**src/rtl/spongent_msg_ctrl_if.sv**
```systemverilog
// Message-in / digest-out handshake bundle for spongent_msg_ctrl.
// The master is the upstream/downstream side; the slave is the controller.
interface spongent_msg_ctrl_if #(
  parameter int N = 88,
  parameter int r = 8
);
  logic         msg_valid;
  logic         msg_ready;
  logic [r-1:0] msg_data;
  logic         msg_last;
  logic         dig_valid;
  logic         dig_ready;
  logic [N-1:0] digest_o;

  modport master (
    output msg_valid, msg_data, msg_last, dig_ready,
    input  msg_ready, dig_valid, digest_o
  );

  modport slave (
    input  msg_valid, msg_data, msg_last, dig_ready,
    output msg_ready, dig_valid, digest_o
  );
endinterface

```
**src/rtl/spongent_msg_ctrl.sv**
```systemverilog
// Word-stream sequencer for one spongent_iter core: reset, absorb, squeeze, hand off digest.
// Define SPONGENT_CTRL_PAD_EN to have the controller append the pad word itself.
module spongent_msg_ctrl #(
  parameter int N       = 88,
  parameter int r       = 8,
  parameter int TIMEOUT = 1024
) (
  input  logic                clk,
  input  logic                rst,
  spongent_msg_ctrl_if.slave  bus,
  output logic                err_o,
  output logic                core_rst,
  output logic [r-1:0]        core_din,
  output logic                core_dready,
  output logic                core_start,
  input  logic                core_busy,
  input  logic                core_end,
  input  logic [N-1:0]        core_digest
);

  // state   | meaning
  // IDLE    | core held in reset, waiting for first word
  // CRST    | one extra core reset cycle
  // FEED    | accept one message word when core idle
  // GUARD   | dready strobe cycle, core raises busy
  // ABSORB  | wait for core to finish absorbing
  // PAD     | issue pad word (pad build only)
  // GUARD2  | pad dready strobe cycle
  // ABSORB2 | wait for pad absorb
  // START   | start_hash strobe cycle
  // SQUEEZE | wait for end_hash, capture digest
  // DONE    | digest offered downstream
  typedef enum logic [3:0] {
    IDLE, CRST, FEED, GUARD, ABSORB, START, SQUEEZE, DONE
`ifdef SPONGENT_CTRL_PAD_EN
    , PAD, GUARD2, ABSORB2
`endif
  } state_t;

  localparam int             WDW     = $clog2(TIMEOUT + 1);
  localparam logic [WDW-1:0] WD_LOAD = WDW'(TIMEOUT - 1);
`ifdef SPONGENT_CTRL_PAD_EN
  localparam logic [r-1:0]   PAD_WORD = {1'b1, {(r-1){1'b0}}};
`endif

  state_t         state;
  logic           last_q;
  logic [WDW-1:0] wd_cnt;
  logic           dig_valid_q;
  logic [N-1:0]   digest_q;
  logic           err_q;
  logic           xfer;

  assign bus.msg_ready = (state == FEED) && !core_busy;
  assign bus.dig_valid = dig_valid_q;
  assign bus.digest_o  = digest_q;
  assign err_o         = err_q;
  assign xfer          = bus.msg_valid && bus.msg_ready;

  always_ff @(posedge clk) begin
    if (rst) begin
      state       <= IDLE;
      last_q      <= 1'b0;
      wd_cnt      <= WD_LOAD;
      dig_valid_q <= 1'b0;
      digest_q    <= '0;
      err_q       <= 1'b0;
      core_rst    <= 1'b1;
      core_din    <= '0;
      core_dready <= 1'b0;
      core_start  <= 1'b0;
    end else begin
      core_dready <= 1'b0;
      core_start  <= 1'b0;
      // Reloaded every cycle outside the wait states, so any state change clears it.
      wd_cnt      <= WD_LOAD;
      case (state)
        IDLE: begin
          core_rst <= 1'b1;
          if (bus.msg_valid) state <= CRST;
        end
        CRST: begin
          core_rst <= 1'b0;
          state    <= FEED;
        end
        FEED: begin
          if (xfer) begin
            core_din    <= bus.msg_data;
            core_dready <= 1'b1;
            last_q      <= bus.msg_last;
            state       <= GUARD;
          end
        end
        GUARD: state <= ABSORB;
        ABSORB: begin
          if (!core_busy) begin
            if (!last_q) begin
              state <= FEED;
            end else begin
`ifdef SPONGENT_CTRL_PAD_EN
              state <= PAD;
`else
              core_start <= 1'b1;
              state      <= START;
`endif
            end
          end else if (wd_cnt == '0) begin
            err_q    <= 1'b1;
            core_rst <= 1'b1;
            state    <= IDLE;
          end else begin
            wd_cnt <= wd_cnt - 1'b1;
          end
        end
`ifdef SPONGENT_CTRL_PAD_EN
        PAD: begin
          core_din    <= PAD_WORD;
          core_dready <= 1'b1;
          last_q      <= 1'b0;
          state       <= GUARD2;
        end
        GUARD2: state <= ABSORB2;
        ABSORB2: begin
          if (!core_busy) begin
            core_start <= 1'b1;
            state      <= START;
          end else if (wd_cnt == '0) begin
            err_q    <= 1'b1;
            core_rst <= 1'b1;
            state    <= IDLE;
          end else begin
            wd_cnt <= wd_cnt - 1'b1;
          end
        end
`endif
        START: state <= SQUEEZE;
        SQUEEZE: begin
          if (core_end) begin
            digest_q    <= core_digest;
            dig_valid_q <= 1'b1;
            state       <= DONE;
          end else if (wd_cnt == '0) begin
            err_q    <= 1'b1;
            core_rst <= 1'b1;
            state    <= IDLE;
          end else begin
            wd_cnt <= wd_cnt - 1'b1;
          end
        end
        DONE: begin
          if (bus.dig_ready) begin
            dig_valid_q <= 1'b0;
            core_rst    <= 1'b1;
            state       <= IDLE;
          end
        end
        default: begin
          core_rst <= 1'b1;
          state    <= IDLE;
        end
      endcase
    end
  end

endmodule
```
**src/flat_wrapper.sv**
```systemverilog
// flat-port wrapper written by rule: the top's interface ports become plain ports
module spongent_msg_ctrl_flat 
#(
  parameter int N       = 88,
  parameter int r       = 8,
  parameter int TIMEOUT = 1024
)
  (clk, rst, err_o, core_rst, core_din, core_dready, core_start, core_busy, core_end, core_digest, bus_msg_valid, bus_msg_data, bus_msg_last, bus_dig_ready, bus_msg_ready, bus_dig_valid, bus_digest_o);
  spongent_msg_ctrl_if #(.N(N), .r(r)) bus_i ();
  input  logic clk;
  input  logic rst;
  output logic err_o;
  output logic core_rst;
  output logic [r-1:0] core_din;
  output logic core_dready;
  output logic core_start;
  input  logic core_busy;
  input  logic core_end;
  input  logic [N-1:0] core_digest;
  input wire logic [$bits(bus_i.msg_valid)-1:0] bus_msg_valid;
  input wire logic [$bits(bus_i.msg_data)-1:0] bus_msg_data;
  input wire logic [$bits(bus_i.msg_last)-1:0] bus_msg_last;
  input wire logic [$bits(bus_i.dig_ready)-1:0] bus_dig_ready;
  output wire logic [$bits(bus_i.msg_ready)-1:0] bus_msg_ready;
  output wire logic [$bits(bus_i.dig_valid)-1:0] bus_dig_valid;
  output wire logic [$bits(bus_i.digest_o)-1:0] bus_digest_o;
  assign bus_i.msg_valid = bus_msg_valid;
  assign bus_i.msg_data = bus_msg_data;
  assign bus_i.msg_last = bus_msg_last;
  assign bus_i.dig_ready = bus_dig_ready;
  assign bus_msg_ready = bus_i.msg_ready;
  assign bus_dig_valid = bus_i.dig_valid;
  assign bus_digest_o = bus_i.digest_o;
  spongent_msg_ctrl #(.N(N), .r(r), .TIMEOUT(TIMEOUT)) u_core (.clk(clk), .rst(rst), .bus(bus_i), .err_o(err_o), .core_rst(core_rst), .core_din(core_din), .core_dready(core_dready), .core_start(core_start), .core_busy(core_busy), .core_end(core_end), .core_digest(core_digest));
endmodule
```
**config.mk**
```make
export PLATFORM = sky130hd
export DESIGN_NAME = spongent_msg_ctrl_flat
export DESIGN_NICKNAME = d
export VERILOG_FILES = /design/src/rtl/spongent_msg_ctrl_if.sv /design/src/rtl/spongent_msg_ctrl.sv /design/src/flat_wrapper.sv
export SDC_FILE = /design/constraint.sdc
export NUM_CORES = 1
export LEC_CHECK = 0
export BUFFER_PORTS_ARGS = -buffer_cell sky130_fd_sc_hd__buf_2
export CAP_MARGIN = 25
export CORE_MARGIN = 2
export CORE_UTILIZATION = 42
export CTS_CLUSTER_SIZE = 25
export DETAILED_ROUTE_END_ITERATION = 10
export GPL_TIMING_DRIVEN = 0
export PLACE_DENSITY = 0.76
export RECOVER_POWER = 100
export REMOVE_ABC_BUFFERS = 1
export SYNTH_ARGS = -nofsm -noshare
export SYNTH_HDL_FRONTEND = slang
export SYNTH_SLANG_ARGS = --single-unit
```
**constraint.sdc**
```tcl
create_clock -name clk -period 1.6 [get_ports clk]
set_input_delay 0.08 -clock clk [delete_from_list [all_inputs] [get_ports clk]]
set_output_delay 0.08 -clock clk [all_outputs]
set_load 0.01 [all_outputs]
```
Word level (Yosys, flattened, before mapping)
Cells that the tools add are included.
W data, S select, Z words.
{"block": "classes", "addsub": 1, "n_mul": 0, "div": 0, "magnitude_cmp": 0, "n_eq_ne": 13, "shifts": 0, "n_mux": 26, "bitwise_logic": 3, "n_reduce_logical": 16}
{"cell": "$mux W11", "n": 3}
{"cell": "$pmux W4 S8", "n": 1}
{"cell": "$mux W4", "n": 6}
{"cell": "$pmux W11 S2", "n": 1}
{"cell": "$eq A4 B3 Y1 const B", "n": 4}
{"cell": "$logic_not A11 Y1", "n": 1}
{"cell": "$mux W1", "n": 11}
{"cell": "$sub A11 B1 Y11 const B", "n": 1}
{"cell": "$ne A2 B2 Y1 const B", "n": 5}
{"cell": "$reduce_and A3 Y1", "n": 3}
{"cell": "$eq A4 B2 Y1 const B", "n": 2}
{"cell": "$reduce_or A3 Y1", "n": 2}
{"cell": "$pmux W1 S5", "n": 1}
{"cell": "$eq A4 B1 Y1 const B", "n": 1}
{"cell": "$logic_not A4 Y1", "n": 1}
{"cell": "$pmux W1 S2", "n": 2}
{"cell": "$reduce_and A2 Y1", "n": 2}
{"cell": "$reduce_and A4 Y1", "n": 1}
{"cell": "$reduce_bool A2 Y1", "n": 2}
{"cell": "$mux W3", "n": 1}
{"cell": "$not A1 Y1", "n": 3}
{"cell": "$logic_and A1 B1 Y1", "n": 2}
{"cell": "$ne A2 B1 Y1 const B", "n": 1}
{"cell": "$reduce_or A2 Y1", "n": 1}
{"cell": "$logic_not A1 Y1", "n": 1}
{"block": "word_totals", "ff_bits": 117, "latch_bits": 0, "mem_bits_rw": 0, "rom_bits": 0, "in_bits": 103, "out_inout_bits": 102, "word_cells": 69, "memories": 0}

Logic depth before layout (Yosys ltp)
{"block": "depth", "word_depth": 5, "ltp_mapped": 8, "ltp_nobuf": 6}

Least setup slack after synthesis
OpenSTA, ideal clock, no wires.
{"block": "synth_timing", "kind": "register to register", "start": "reg u_core.state[3]", "end": "reg u_core.wd_cnt[5]", "arrival_ps": 1615, "required_ps": 1485, "setup_slack_ps": -130, "path_stages_with_launch": 7, "n_path_buf": 2, "cell_sequence": "dfxtp_1 -> buf_6 -> or3b_1 -> buf_6 -> a2111oi_4 -> and2_4 -> nand2_1"}
{"block": "synth_via", "elab_chain_cells": 2, "elab_cells_between_ends": 3, "classes_between": "eq/ne (2); mux (1)"}
{"item": "from (decl)", "line_no": "spongent_msg_ctrl.sv:46", "source": "state_t state;"}
{"item": "from (signal assigned)", "line_no": "spongent_msg_ctrl.sv:62", "source": "state <= IDLE;"}
{"item": "from (signal assigned)", "line_no": "spongent_msg_ctrl.sv:80", "source": "if (bus.msg_valid) state <= CRST;"}
{"item": "from (signal assigned)", "line_no": "spongent_msg_ctrl.sv:84", "source": "state <= FEED;"}
{"item": "$eq A4 B3 Y1", "line_no": "spongent_msg_ctrl.sv:77", "source": "case (state)"}
{"item": "$pmux W11 S2 *", "line_no": "spongent_msg_ctrl.sv:77"}
{"item": "to (signal assigned)", "line_no": "spongent_msg_ctrl.sv:112", "source": "wd_cnt <= wd_cnt - 1'b1;"}
{"item": "to (signal assigned)", "line_no": "spongent_msg_ctrl.sv:147", "source": "wd_cnt <= wd_cnt - 1'b1;"}
{"item": "to (decl)", "line_no": "spongent_msg_ctrl.sv:48", "source": "logic [WDW-1:0] wd_cnt;"}
Every way passes the cells marked *; elsewhere a longest branch is shown, timed or not.
A chain may end at the register's enable or synchronous reset.

Worst setup path in the final report
{"block": "layout_timing", "start": "reg u_core.wd_cnt[0]", "end": "reg u_core.state[1]"}
{"block": "layout_via", "elab_chain_cells": 4, "elab_cells_between_ends": 5, "classes_between": "mux (4); reduce/logical (1)"}
{"item": "$logic_not A11 Y1 *", "line_no": "spongent_msg_ctrl.sv:107, spongent_msg_ctrl.sv:142"}
{"item": "$mux W4 *"}
{"item": "$mux W4 (on tied branches)"}
{"item": "$pmux W4 S8 *"}
{"item": "to (signal assigned)", "line_no": "spongent_msg_ctrl.sv:110", "source": "state <= IDLE;"}
{"item": "to (signal assigned)", "line_no": "spongent_msg_ctrl.sv:141", "source": "state <= DONE;"}
{"item": "to (signal assigned)", "line_no": "spongent_msg_ctrl.sv:145", "source": "state <= IDLE;"}
Marks and branches as above.

==> impl_metrics.env <==
export IMPL_ios=205
export IMPL_synth_main_ff_cell="dfxtp_1"
export IMPL_synth_warnings=0
export IMPL_wl_per_cell_um=17.5
export IMPL_diodes=0
export IMPL_synthArstFlopShare=0
export IMPL_cp_max_fo=4
export IMPL_drc_errors=0
export IMPL_start_kind="flip-flop"
export IMPL_start_util=0.427
export IMPL_final_layout_size_suffix_gt1_frac=0.235
export IMPL_pre_cts_ws_ns=-0.708
export IMPL_syn_area_um2=4330
export IMPL_fmax_mhz=580
export IMPL_coreArea_um2=10100
export IMPL_hpwl_mm=7.34
export IMPL_ys_ff_latch=117
export IMPL_cts_tree="yes"
export IMPL_layout_nets=963
export IMPL_ir_drop_uv=652
export IMPL_timing_final_crit_share=1.08
export IMPL_hold_viol=0
export IMPL_rows=37
export IMPL_final_common_cell="nand2_1"
export IMPL_synth_edff_count=0
export IMPL_worstPathArrival_ns=2.13
export IMPL_min_path_type="input pin to flip-flop"
export IMPL_power_total_w=0.00724
export IMPL_cp_cell_sequence="inv_2 > ha_4 > nor2b_4 > nand4_1 > buf_4 > a211o_1 > a32o_1"
export IMPL_crit_path_max_incr_delay_ns=0.32
export IMPL_max_slew_margin_rel=0.632
export IMPL_setup_tns_final_ns=-0.293
export IMPL_maxSlewViolCount=0
export IMPL_dieArea_um2=11100
export IMPL_ys_seq_area_frac=0.541
export IMPL_drt_iter0_markers=524
export IMPL_layout_common_cells="nand2_1, dfxtp_1, buf_2"
export IMPL_final_setup_worst_slack_ns=-0.123
export IMPL_required_ns=2.00
export IMPL_rsz0062_at_grt="true"
export IMPL_fp_dieH_um=105
export IMPL_die_w_um=105
export IMPL_violations="setup timing"
export IMPL_clk_latency_ns=0.51
export IMPL_yosysUniqueCellTypes=45
export IMPL_grt_max_degree=61
export IMPL_placed_cell_area_um2=5390
export IMPL_final_area_um2=7390
export IMPL_syn_inst=529
export IMPL_setup_viol=4
export IMPL_drt_antenna_violating_nets=0
export IMPL_numCtsBuffers=17
export IMPL_status="finished with violations"
export IMPL_path_class="flip-flop to flip-flop"
export IMPL_grt_use_total=0.291
export IMPL_fin_skew_ns=0.0103
export IMPL_timing_worst_slew_pin_value_ns=0.552
export IMPL_place_gp_congestion=0.839
export IMPL_htreeDepth=4
export IMPL_cts_sinks=117
export IMPL_antenna_found_initial=0
export IMPL_grt_pass1_vias=5263
export IMPL_path_clk_slew_ns=0.06
export IMPL_finalCriticalPeriod_ns=1.72
export IMPL_slowest_stage="dfxtp_2"
export IMPL_cp_end_kind="flip-flop"
export IMPL_grt_ovfl_total=0
export IMPL_vias=5310
export IMPL_p_per_area_nw_per_um2=980
export IMPL_syn_avg_cell_area_um2=8.18
export IMPL_root_buffer="clkbuf_8"
export IMPL_max_cap_violations=0
export IMPL_post_route_util=0.729
export IMPL_numPortBuffers=204
export IMPL_wl_mm=17.7
export IMPL_p_leak_nw=2.89
export IMPL_grt_pass1_wl_mm=25.6
export IMPL_first_pass_iters=6
export IMPL_cts_path_max_buffers=2
export IMPL_area_growth_pct=70.9
export IMPL_vias_per_cell=5.27
## cells in the mapped netlist, types with 2 or more instances
master    instances  area share
a21o_1            2      0.0035
xor2_1            6       0.012
nor3_1            6      0.0069
and3b_1           3      0.0061
nor2b_1           4      0.0058
a21oi_1          90        0.10
nand4b_1          3      0.0061
nand3_1           4      0.0046
buf_2             5      0.0058
clkbuf_1         29       0.025
xnor2_1           2      0.0040
a21boi_0          2      0.0035
nor3b_1           3      0.0052
dfxtp_1         117        0.54
nor2_1           22       0.019
mux2i_1           9       0.021
buf_6             2      0.0052
inv_1             3      0.0026
o21ai_0           7      0.0081
nand2_1         185        0.16
## where the power goes
group / internal [W] / total, W / switching [W]
registers: 0.00291 / 0.00292 / 0.00000538
logic: 0.000274 / 0.000423 / 0.000149
clock network: 0.00260 / 0.00390 / 0.00130
## worst paths after layout
kind / to / slack, ns / start / depth (start not counted)
max: u_core.state[1] / -0.12 / u_core.wd_cnt[0] / 7
min: u_core.core_din[7] / 0.02 / rst / 2
max reg2reg: u_core.state[1] / -0.12 / u_core.wd_cnt[0] / 7
min reg2reg: u_core.bus.digest_o[6] / 0.45 / u_core.bus.digest_o[6] / 2
## routing by layer
metal / track usage / vias up / share of wire / routed length [µm]
li1: - / 2423 / - / -
met2: 0.523 / 339 / 0.50 / 8810
met5: 0 / - / 0 / 0
met4: 0.159 / 0 / 0.050 / 889
met1: 0.311 / 2464 / 0.36 / 6380
met3: 0.0748 / 84 / 0.089 / 1580
## registers in the layout (all words and copies together), names as in the netlist
signal and cells:
u_core.wd_cnt 11, u_core.bus.digest_o 88, u_core.state 4, u_core.err_o 1, u_core.bus.dig_valid 1, u_core.last_q 1
u_core.core_rst 1, u_core.core_din 8, u_core.core_start 1, u_core.core_dready 1
## repair_timing
action / in CTS / in global routing
endpoints found under the hold margin: 98 / 0
setup endpoints to repair: 114 / 84
gates cloned: 6 / 6
resized for setup: 31 / 13
setup buffers: 24 / 8
hold buffers: 99 / 0
pin swaps: 13 / 7
## area by class of cell
cell class / count / area [µm²]
clock buffers: 23 / 497
clock inverters: 8 / 120
fillers: 744 / 2750
inverters: 3 / 11.3
multi-input cells: 384 / 2030
flip-flops and latches: 117 / 2360
well taps: 136 / 170
repair buffers: 336 / 2210
## metrics by stage
| step | hold slack, ns | std cells |
|---|---|---|
| 2_1_floorplan | 0.149 | 492 |
| 3_3_place_gp | 0.307 | 832 |
| 3_5_place_dp | 0.323 | 833 |
| 4_1_cts | 0.0155 | 993 |
| 5_1_grt | 0.0319 | 1007 |
| 6_report | 0.0195 | 1007 |
## critical path: cells and delay by family, from the launching register on
family | cells | cell delay (ns)
AOI/OAI and AO/OA | 2 | 0.46
and+or+nand+nor | 2 | 0.40
DFF | 1 | 0.32
buffers and inverters | 2 | 0.31
adders and majority gates | 1 | 0.14
## logic make-up after synthesis
logic type | count (synthesis) | synth area share
buf+inv | 40 | 0.0396
flops | 117 | 0.541
compound gates | 113 | 0.147
fa+ha+maj | 1 | 0.00289
other cells | 1 | 0.000867
xor+xnor | 8 | 0.0162
mux | 9 | 0.0208
simple gates | 240 | 0.231
Note: power is estimated with default switching activity, not from simulation.
